`src/rtl/xilinx_lutram_sdp_clr.sv`:
```
// Simple-dual-port LUT-RAM with one write and one read port on a single clock, selectable
// read-during-write behaviour, optional output register and a hardware clear sequencer.
module xilinx_lutram_sdp_clr #(
    parameter int               ABITS      = 7,
    parameter int               DBITS      = 4,
    parameter bit               OREG       = 1'b1,
    parameter bit               RDW_NEW    = 1'b0,
    parameter bit               INIT_CLEAR = 1'b1,
    parameter logic [DBITS-1:0] CLR_VAL    = '0
) (
    input  logic             WCLK,
    input  logic             RST_N,
    input  logic             clr_req,
    input  logic             wr_en,
    input  logic [ABITS-1:0] wr_addr,
    input  logic [DBITS-1:0] wr_data,
    input  logic             rd_en,
    input  logic [ABITS-1:0] rd_addr,
    output logic [DBITS-1:0] rd_data,
    output logic             rd_valid,
    output logic             busy
);

    typedef enum logic {S_CLEAR, S_READY} state_t;

    state_t           state_q, state_d;
    logic [ABITS-1:0] clr_ptr_q, clr_ptr_d;

    // Storage carries no reset so it maps onto plain LUT-RAM cells.
    logic [DBITS-1:0] mem_q [2**ABITS];

    logic             mem_we;
    logic [ABITS-1:0] mem_wa;
    logic [DBITS-1:0] mem_wd;
    logic             rdw_hit;
    logic             rd_accept;
    logic [DBITS-1:0] rd_word;

    assign busy = (state_q == S_CLEAR);

    always_ff @(posedge WCLK or negedge RST_N) begin
        if (!RST_N) begin
            state_q   <= INIT_CLEAR ? S_CLEAR : S_READY;
            clr_ptr_q <= '0;
        end else begin
            state_q   <= state_d;
            clr_ptr_q <= clr_ptr_d;
        end
    end

    always_comb begin
        state_d   = state_q;
        clr_ptr_d = clr_ptr_q;
        case (state_q)
            S_CLEAR: begin
                // The pointer wraps to zero on the last word, ready for the next request.
                clr_ptr_d = clr_ptr_q + ABITS'(1);
                if (clr_ptr_q == '1) begin
                    state_d = S_READY;
                end
            end
            S_READY: begin
                if (clr_req) begin
                    state_d = S_CLEAR;
                end
            end
            default: state_d = S_READY;
        endcase
    end

    // The sequencer owns the write port while busy; user writes are dropped then.
    always_comb begin
        mem_we = RST_N & (busy | wr_en);
        mem_wa = busy ? clr_ptr_q : wr_addr;
        mem_wd = busy ? CLR_VAL : wr_data;
    end

    always_ff @(posedge WCLK) begin
        if (mem_we) begin
            mem_q[mem_wa] <= mem_wd;
        end
    end

    assign rd_accept = rd_en & ~busy;
    assign rdw_hit   = RDW_NEW & wr_en & ~busy & (wr_addr == rd_addr);
    assign rd_word   = rdw_hit ? wr_data : mem_q[rd_addr];

    generate
        if (OREG) begin : g_oreg
            logic [DBITS-1:0] rd_data_q;
            logic             rd_valid_q;

            always_ff @(posedge WCLK or negedge RST_N) begin
                if (!RST_N) begin
                    rd_data_q  <= '0;
                    rd_valid_q <= 1'b0;
                end else begin
                    rd_valid_q <= rd_accept;
                    if (rd_accept) begin
                        rd_data_q <= rd_word;
                    end
                end
            end

            assign rd_data  = rd_data_q;
            assign rd_valid = rd_valid_q;
        end else begin : g_comb
            assign rd_data  = rd_word;
            assign rd_valid = rd_accept;
        end
    endgenerate

endmodule
```
`config.mk`:
```
export PLATFORM = sky130hd
export DESIGN_NAME = xilinx_lutram_sdp_clr
export DESIGN_NICKNAME = d
export VERILOG_FILES = /design/src/rtl/xilinx_lutram_sdp_clr.sv
export SDC_FILE = /design/constraint.sdc
export NUM_CORES = 1
export LEC_CHECK = 0
export CAP_MARGIN = 10
export CORE_MARGIN = 5
export CORE_UTILIZATION = 55
export DETAILED_ROUTE_END_ITERATION = 10
export HOLD_SLACK_MARGIN = 0.02
export PLACE_DENSITY = 0.74
export SETUP_SLACK_MARGIN = 0.3
export SYNTH_ARGS = -nofsm -noshare
export SYNTH_HDL_FRONTEND = slang
export SYNTH_SLANG_ARGS = --single-unit
export TNS_END_PERCENT = 10
```
`constraint.sdc`:
```
create_clock -name WCLK -period 3.7 [get_ports WCLK]
set_input_delay 0.74 -clock WCLK [delete_from_list [all_inputs] [get_ports WCLK]]
set_output_delay 0.74 -clock WCLK [all_outputs]
set_load 0.1 [all_outputs]
```
After elaboration in Yosys (flattened, before gate mapping)
Memories as Yosys holds them, arrays and structs flattened. A register that Yosys moved wholly into a read port is not among the register bits.
Index checks and enable logic that the tools add are counted.
{"block": "classes", "mux": 7, "eq_ne": 1, "n_bitwise": 4, "n_addsub": 1, "reduce_logical": 1}
{"cell": "$add A7 B1 Y7 const B", "n": 1}
{"cell": "$eq A7 B7 Y1 const B", "n": 1}
{"cell": "$mux W7", "n": 1}
{"cell": "$mux W1", "n": 4}
{"cell": "$mux W4", "n": 1}
{"cell": "$and A1 B1 Y1", "n": 2}
{"cell": "$pmux W1 S2", "n": 1}
{"cell": "$logic_not A1 Y1", "n": 1}
{"cell": "$not A1 Y1", "n": 1}
{"cell": "$or A1 B1 Y1", "n": 1}
{"block": "totals", "register_bits": 9, "out_inout_bits": 6, "n_memories": 1, "ram_bits": 512, "wordCells": 18, "inputBits": 23}
{"memory": "mem_q", "depth": 128, "word_bits": 4, "rd": 1, "rd_clocked_by_memory_dff": 1, "write_ports": 1, "line": "30", "rtl": "logic [DBITS-1:0] mem_q [2**ABITS];"}

Depth between registers and ports, before layout
Gate-level depths: netlist of the first run.
{"block": "depth", "depth_word": 5, "mapped_depth": 10, "ltp_nobuf": 6}

Worst setup path before layout of the first run
Ideal clock, no wire load.
{"block": "synth_path", "path_type": "reg2reg", "from": "reg state_q", "to": "mem mem_q[0][0] (data pin)", "t_arrival_ns": 2.687, "required_ns": 3.166, "period_less_slack_ns": 3.220, "setup_time_ns": 0.534, "path_buffers": 2, "stages_incl_launch_ff": 4, "slack_ns": 0.480, "cell_sequence": "dfrtp_1 clkbuf_1 buf_1 and2_1"}
{"block": "synth_via", "elab_chain_len": 1}
{"element": "start, declared", "line": "26", "rtl": "state_t state_q, state_d;"}
{"element": "start signal, assigned", "line": "43", "rtl": "state_q <= INIT_CLEAR ? S_CLEAR : S_READY;"}
{"element": "start signal, assigned", "line": "46", "rtl": "state_q <= state_d;"}
{"element": "$mux W4", "line": "75", "rtl": "mem_wd = busy ? CLR_VAL : wr_data;"}
{"element": "net mem_wd[0]", "line": "34", "rtl": "logic [DBITS-1:0] mem_wd;"}
{"element": "end, declared", "line": "30"}
The timed path passes the listed nets, and every way through them passes these cells.

==> impl_metrics.yaml, run 1 <==
min_path:
  hold_start: "clr_ptr_q[0]"
  hold_path.class: "reg -> reg"
  worstHoldEndpoint: "clr_ptr_q[0]"
  whs_path_depth: 1
setup_path:
  ff2ff_path_depth: 4
  critical_path_required_ns: 4.22
  r2r-end: "mem_q[15][2]"
  r2r_slack_ns: 0.85
  worstSetupEndpointType: "flop"
  r2r_start: "state_q"
  cp-start-kind: "input pin"
  crit_fanout: 15
  crit_arrival_ns: 3.54
  worstSetupPathType: "in -> reg"
cts:
  cts_buffers: 52
  cts-resized-gates: 0
  cts_sinks: 525
  cts.clk_slew.worst_paths_ns: 0.06
  post_cts_buffers: 0
  cts_hold_buf: 0
  cts_tree: "built"
  cts_root_buffer: "clkbuf_16"
  clk_path_buf_depth: 3
  clock_latency_ns: 0.59
  cts_htree_levels: 2
cells_and_area:
  final_common_cell: "edfxtp_1"
  final_cells: 1847
  fin_nets: 1314
  diodes: 0
  mostFrequentLayoutCells: "edfxtp_1 (512), nor2_1 (151), mux2i_1 (113)"
  area_growth_pct: 12.56
  drive_above_1_share: 0.1670
sta:
  min_period_ns: 3.021
  setup_slack_ns: 0.6794
  grt_setup_unrepaired: "false"
  clock_skew_ns: 0.02026
  relSlewSlack: 0.2579
  setup_violations: 0
  fmax_mhz: 331.1
  fin_crit_sh: 0.8164
  tns_ns: 0
  slew_violations: 0
  hold_viol: 0
  worstMarginPinSlew_ns: 1.111
power_and_ir_drop:
  p_seq_frac: 0.497
  power.density_nw_per_um2: 562.6
  swShare: 0.2361
  power.switching_mw: 3.193
  internal_power_mw: 10.33
  clkPwrFrac: 0.401
  leakage_nw: 8.071
  p_comb_frac: 0.102
  peakVddDrop_v: 0.0003772
grt:
  overflow: 0
  grt_usage: 0.2270
  grt_pass1_vias: 11600
  antenna_found_initial: 0
  grt_pass1_wl_um: 73510
  grt_max_degree: 69
placed_design:
  dpl.hpwl_um: 31340
  place_congestion: 0.9091
  post-place-ws_ns: 0.2199
  port_buffers: 28
  dp_cells: 1754
logic_synthesis:
  synth_nets: 1249
  syn-cell-area_sq_um: 21360
  yosysSeqAreaShare: 0.7350
  synth-edff-count: 512
  ys_types: 60
  syn_area_per_cell_sq_um: 17.44
  ys_seq_elements: 525
  async_reset_ff_frac: 0.02476
  synthCells: 1225
  yosysWarnings: 0
  synthFlopType: "edfxtp_1"
die:
  core-area_sq_um: 38560
  rows: 72
  ios: 29
  die_area_sq_um: 42880
  die_w_um: 207.1
  die_h_um: 207.1
  start_util: 0.5540
detailed_routing:
  routed_wl_um: 48900
  dr.pass1.iters: 5
  via_per_inst: 6.302
  antenna_left: 0
  drc_errors: 0
  vias: 11640
  first_iter_violations: 1229
  drt-wirelength-per-cell_um: 26.47
run_status:
  status: "finished, final reports clean"
run:
  max-cap-violations: 0
-- how the worst max path moves through the flow --
stage / from / endpoint / slack (ns) / cells after the start
finish: rd_addr[4] / rd_data[2] / 0.68 / 6
global route: rd_addr[2] / rd_data[2] / 0.68 / 7
CTS: rd_data[2] / rd_data[2] / 0.75 / 1
detailed placement: rd_addr[2] / rd_data[2] / 0.22 / 7
global placement: rd_addr[2] / rd_data[1] / 0.04 / 7
floorplan: state_q / mem_q[0][0] / 0.48 / 3
-- power groups by stage --
stage / Sequential (mW) / Combinational (mW) / Clock (mW)
floorplan: 6.86 / 0.792 / 0
global placement: 6.83 / 1.32 / 0
detailed placement: 6.84 / 1.35 / 0
CTS: 6.72 / 1.35 / 5.50
global route: 6.73 / 1.45 / 5.77
finish: 6.72 / 1.38 / 5.43
-- state kept, by name, indices dropped and copies added (netlist names) --
| register | count |
|---|---|
| state_q | 1 |
| rd_valid | 1 |
| clr_ptr_q | 7 |
| rd_data | 4 |
| mem_q | 512 |
-- critical path: stages --
cell and delay [ns]:
clkdlybuf4s50_1 0.83, nand2_1 0.60, a21oi_1 0.08, or4_1 0.54
a221oi_1 0.54, a22o_1 0.21
-- per-stage QoR --
stage	power [mW]	area, sq um	util	hold WS (ns)
2_1_floorplan	7.654	21360	-	0.4444
3_3_place_gp	8.145	22280	0.5779	0.4847
3_5_place_dp	8.188	22290	0.5780	0.4897
4_1_cts	13.57	24050	0.6236	0.4855
5_1_grt	13.94	24050	0.6236	0.5170
6_report	13.53	24050	0.6236	0.5028
-- final cells by class --
type / count / area [sq um]
Clock buffer: 58 / 1345
Timing Repair Buffer: 76 / 721.9
Fill cell: 2772 / 14510
Sequential cell: 525 / 15700
Inverter: 10 / 37.54
Clock inverter: 35 / 414.1
Multi-Input combinational cell: 625 / 5179
Tap cell: 518 / 648.1
-- metal layers --
| layer | vias up | GRT usage | wire length (um) |
|---|---|---|---|
| li1 | 4983 | - | - |
| met1 | 5922 | 0.3235 | 19150 |
| met2 | 635 | 0.3606 | 23690 |
| met3 | 100 | 0.04463 | 4614 |
| met4 | 0 | 0.07250 | 1443 |
| met5 | - | 0 | 0 |
-- Yosys cell counts (all sizes together), types with 3 or more instances --
library cell | count | area, sq um
a32o | 3 | 30.03
nand3 | 24 | 120.1
o32ai | 4 | 35.03
o22ai | 5 | 31.28
a22o | 5 | 43.79
clkbuf | 23 | 90.09
or2 | 3 | 18.77
a21boi | 3 | 22.52
nor2b | 9 | 56.30
and2 | 8 | 50.05
mux2 | 11 | 123.9
o311ai | 3 | 26.28
o221ai | 4 | 35.03
a21o | 3 | 22.52
inv | 10 | 37.54
a31oi | 3 | 18.77
and3 | 7 | 43.79
buf | 42 | 367.8
nor3 | 4 | 20.02
xnor2 | 5 | 43.79
nand2 | 69 | 259.0
edfxtp | 512 | 15370
o21ai | 6 | 30.03
nor2 | 153 | 584.3
a21oi | 30 | 150.1
o31ai | 4 | 30.03
mux2i | 113 | 1131
mux4 | 73 | 1659
a211oi | 4 | 30.03
nand2b | 4 | 25.02
dfrtp | 13 | 325.3
a22oi | 39 | 292.8
a221oi | 7 | 67.56
or4 | 3 | 22.52
-- logic make-up after synthesis --
family	Yosys count	synth area share
muxes	197	0.1364
buffers and inverters	75	0.02319
and+or+nand+nor	290	0.05816
xor gates and xnor gates	6	0.002460
AOI/OAI and AO/OA	131	0.04422
adders and majority gates	1	0.0005856
DFF	525	0.7350
Note: power is estimated with default switching activity, not from simulation.
==> run 2: changes to the inputs <==
==> constraint.sdc (replaced) <==
create_clock -name WCLK -period 3.1 [get_ports WCLK]
set_input_delay 0.62 -clock WCLK [delete_from_list [all_inputs] [get_ports WCLK]]
set_output_delay 0.62 -clock WCLK [all_outputs]
set_load 0.1 [all_outputs]
==> run 2 against run 1 <==
Global-route usage increased by 0.73 points. Worst setup slack got worse by 0.13 ns. Cell count increased by 2.1%. Clock-buffer cell count increased by 5. First-iteration DRC count increased by 14%. Register-to-register slack got worse by 0.23 ns. Design area increased by 1.7%. Die area unchanged. Sequential power increased by 19%. Non-clock buffer count increased by 36. Sequential share of layout area decreased by 1.1 points. Critical path depth increased by 3.
==> impl_metrics.yaml, run 2 (synthesis results as in run 1) <==
run_status:
  status: "finished, final reports clean"
min_path:
  hold_path.class: "in -> async"
setup_path:
  crit_fanout: 28
  cp-start-kind: "input pin"
  worstSetupPathType: "in -> reg"
  crit_slowest_cell: "clkdlybuf4s50_1"
  critical_path_required_ns: 3.59
  crit_arrival_ns: 3.03
  max_stage_delay_ns: 0.48
  worstPathCellList: "clkdlybuf4s50_1 > buf_4 > inv_1 > buf_12 > nor2_1 > and3_1 > o31ai_1 > o311ai_1 > a32o_1"
  worstSetupEndpointType: "flop"
detailed_routing:
  drc_errors: 0
  dr.pass1.iters: 5
  via_per_inst: 6.264
  antenna_left: 0
  first_iter_violations: 1397
  vias: 11810
  routed_wl_um: 50500
  drt-wirelength-per-cell_um: 26.79
sta:
  worstMarginPinSlew_ns: 0.6857
  hold_viol: 0
  slew_violations: 0
  setup_slack_ns: 0.5530
  clock_skew_ns: 0.02452
  fin_crit_sh: 0.8216
  relSlewSlack: 0.5429
  setup_violations: 0
  fmax_mhz: 392.6
  grt_setup_unrepaired: "false"
  min_period_ns: 2.547
placed_design:
  place_congestion: 0.8898
  dp_cells: 1789
  placed_area_sq_um: 22610
  port_buffers: 28
  dpl.hpwl_um: 32180
  post-place-ws_ns: -0.01521
grt:
  overflow: 0
  grt_pass1_wl_um: 76410
  grt_pass1_vias: 12000
  antenna_found_initial: 1
  grt_usage: 0.2342
  grt_max_degree: 129
power_and_ir_drop:
  peakVddDrop_v: 0.0005064
  swShare: 0.2363
  p_seq_frac: 0.485
  clkPwrFrac: 0.409
  power.total_mw: 16.53
  p_comb_frac: 0.106
  power.switching_mw: 3.908
  power.density_nw_per_um2: 676.1
  leakage_nw: 8.309
  internal_power_mw: 12.63
cells_and_area:
  post-route-util: 0.6343
  drive_above_1_share: 0.1887
  mostFrequentLayoutCells: "edfxtp_1 (512), nor2_1 (151), mux2i_1 (113)"
  largest_register_ffs: 512
  fill_cells: 2684
  fin_nets: 1349
  final_cells: 1885
  top_register: "mem_q"
  diodes: 0
  area_growth_pct: 14.49
  finalInstanceArea_sq_um: 24460
  final_common_cell: "edfxtp_1"
cts:
  cts.clk_slew.worst_paths_ns: 0.07
  cts_buffers: 51
  post_cts_buffers: 0
  cts-resized-gates: 0
  clk_path_buf_depth: 3
  cts_root_buffer: "clkbuf_16"
  cts_tree: "built"
  cts_sinks: 525
  cts_hold_buf: 0
  cts_htree_levels: 2
  clock_latency_ns: 0.59
die:
  ios: 29
  die_area_sq_um: 42880
  rows: 72
  core-area_sq_um: 38560
  die_h_um: 207.1
  die_w_um: 207.1
  start_util: 0.5540
run:
  max-cap-violations: 0
[run 2: cell types whose count changed in the layout (fill, tap and decap cells not counted), sizes merged]
cell,change
clkbuf,+5
bufinv,+3
buf,+41
clkdlybuf4s50,-5
clkinv,-6
[run 2: per-stage QoR]
| step | hold slack, ns | TNS [ns] |
|---|---|---|
| after floorplan | 0.3244 | 0 |
| after global placement | 0.4875 | 0 |
| after detailed placement | 0.4832 | -0.01521 |
| after CTS | 0.3630 | 0 |
| after global routing | 0.3901 | 0 |
| final | 0.3855 | 0 |
[run 2: critical path, delay by kind of cell]
kind | cells | cell delay (ns)
compound gates | 3 | 0.90
buf+inv | 4 | 1.16
simple gates | 2 | 0.34
[run 2: worst paths after layout]
| path | cells past startpoint | from | endpoint | slack, ns |
|---|---|---|---|---|
| setup / recovery | 9 | rd_addr[2] | rd_data[1] | 0.55 |
| hold reg to reg | 1 | clr_ptr_q[0] | clr_ptr_q[0] | 0.50 |
| min in group WCLK | 1 | clr_ptr_q[0] | clr_ptr_q[0] | 0.50 |
| max in group asynchronous | 2 | RST_N | rd_data[0] | 2.50 |
| hold / removal | 2 | RST_N | clr_ptr_q[6] | 0.39 |
| setup reg to reg | 6 | state_q | mem_q[6][3] | 0.62 |
[run 2: cell type report]
| cell class | instances | area, sq um | area share |
|---|---|---|---|
| tap | 518 | 648.1 | 0.02650 |
| multi-input combinational | 625 | 5176 | 0.2116 |
| clock inverter | 32 | 499.2 | 0.02041 |
| sequential | 525 | 15700 | 0.6419 |
| timing repair buffer | 112 | 1055 | 0.04313 |
| clock buffer | 63 | 1341 | 0.05484 |
| inverter | 10 | 37.54 | 0.001535 |
[run 2: power by group through the flow]
stage | combinational (mW) | clock, mW | sequential [mW]
floorplan | 0.945 | 0 | 8.19
global placement | 1.68 | 0 | 8.16
detailed placement | 1.71 | 0 | 8.16
CTS | 1.72 | 6.81 | 8.02
global route | 1.84 | 7.15 | 8.03
finish | 1.75 | 6.77 | 8.02
[run 2: per-layer routing]
metal / routed length [um] / part of all wire / track usage
met3: 5193 / 0.10 / 0.06067
met2: 24650 / 0.49 / 0.3774
met5: 14 / 0.00028 / 0
met4: 1659 / 0.033 / 0.07296
met1: 18980 / 0.38 / 0.3194
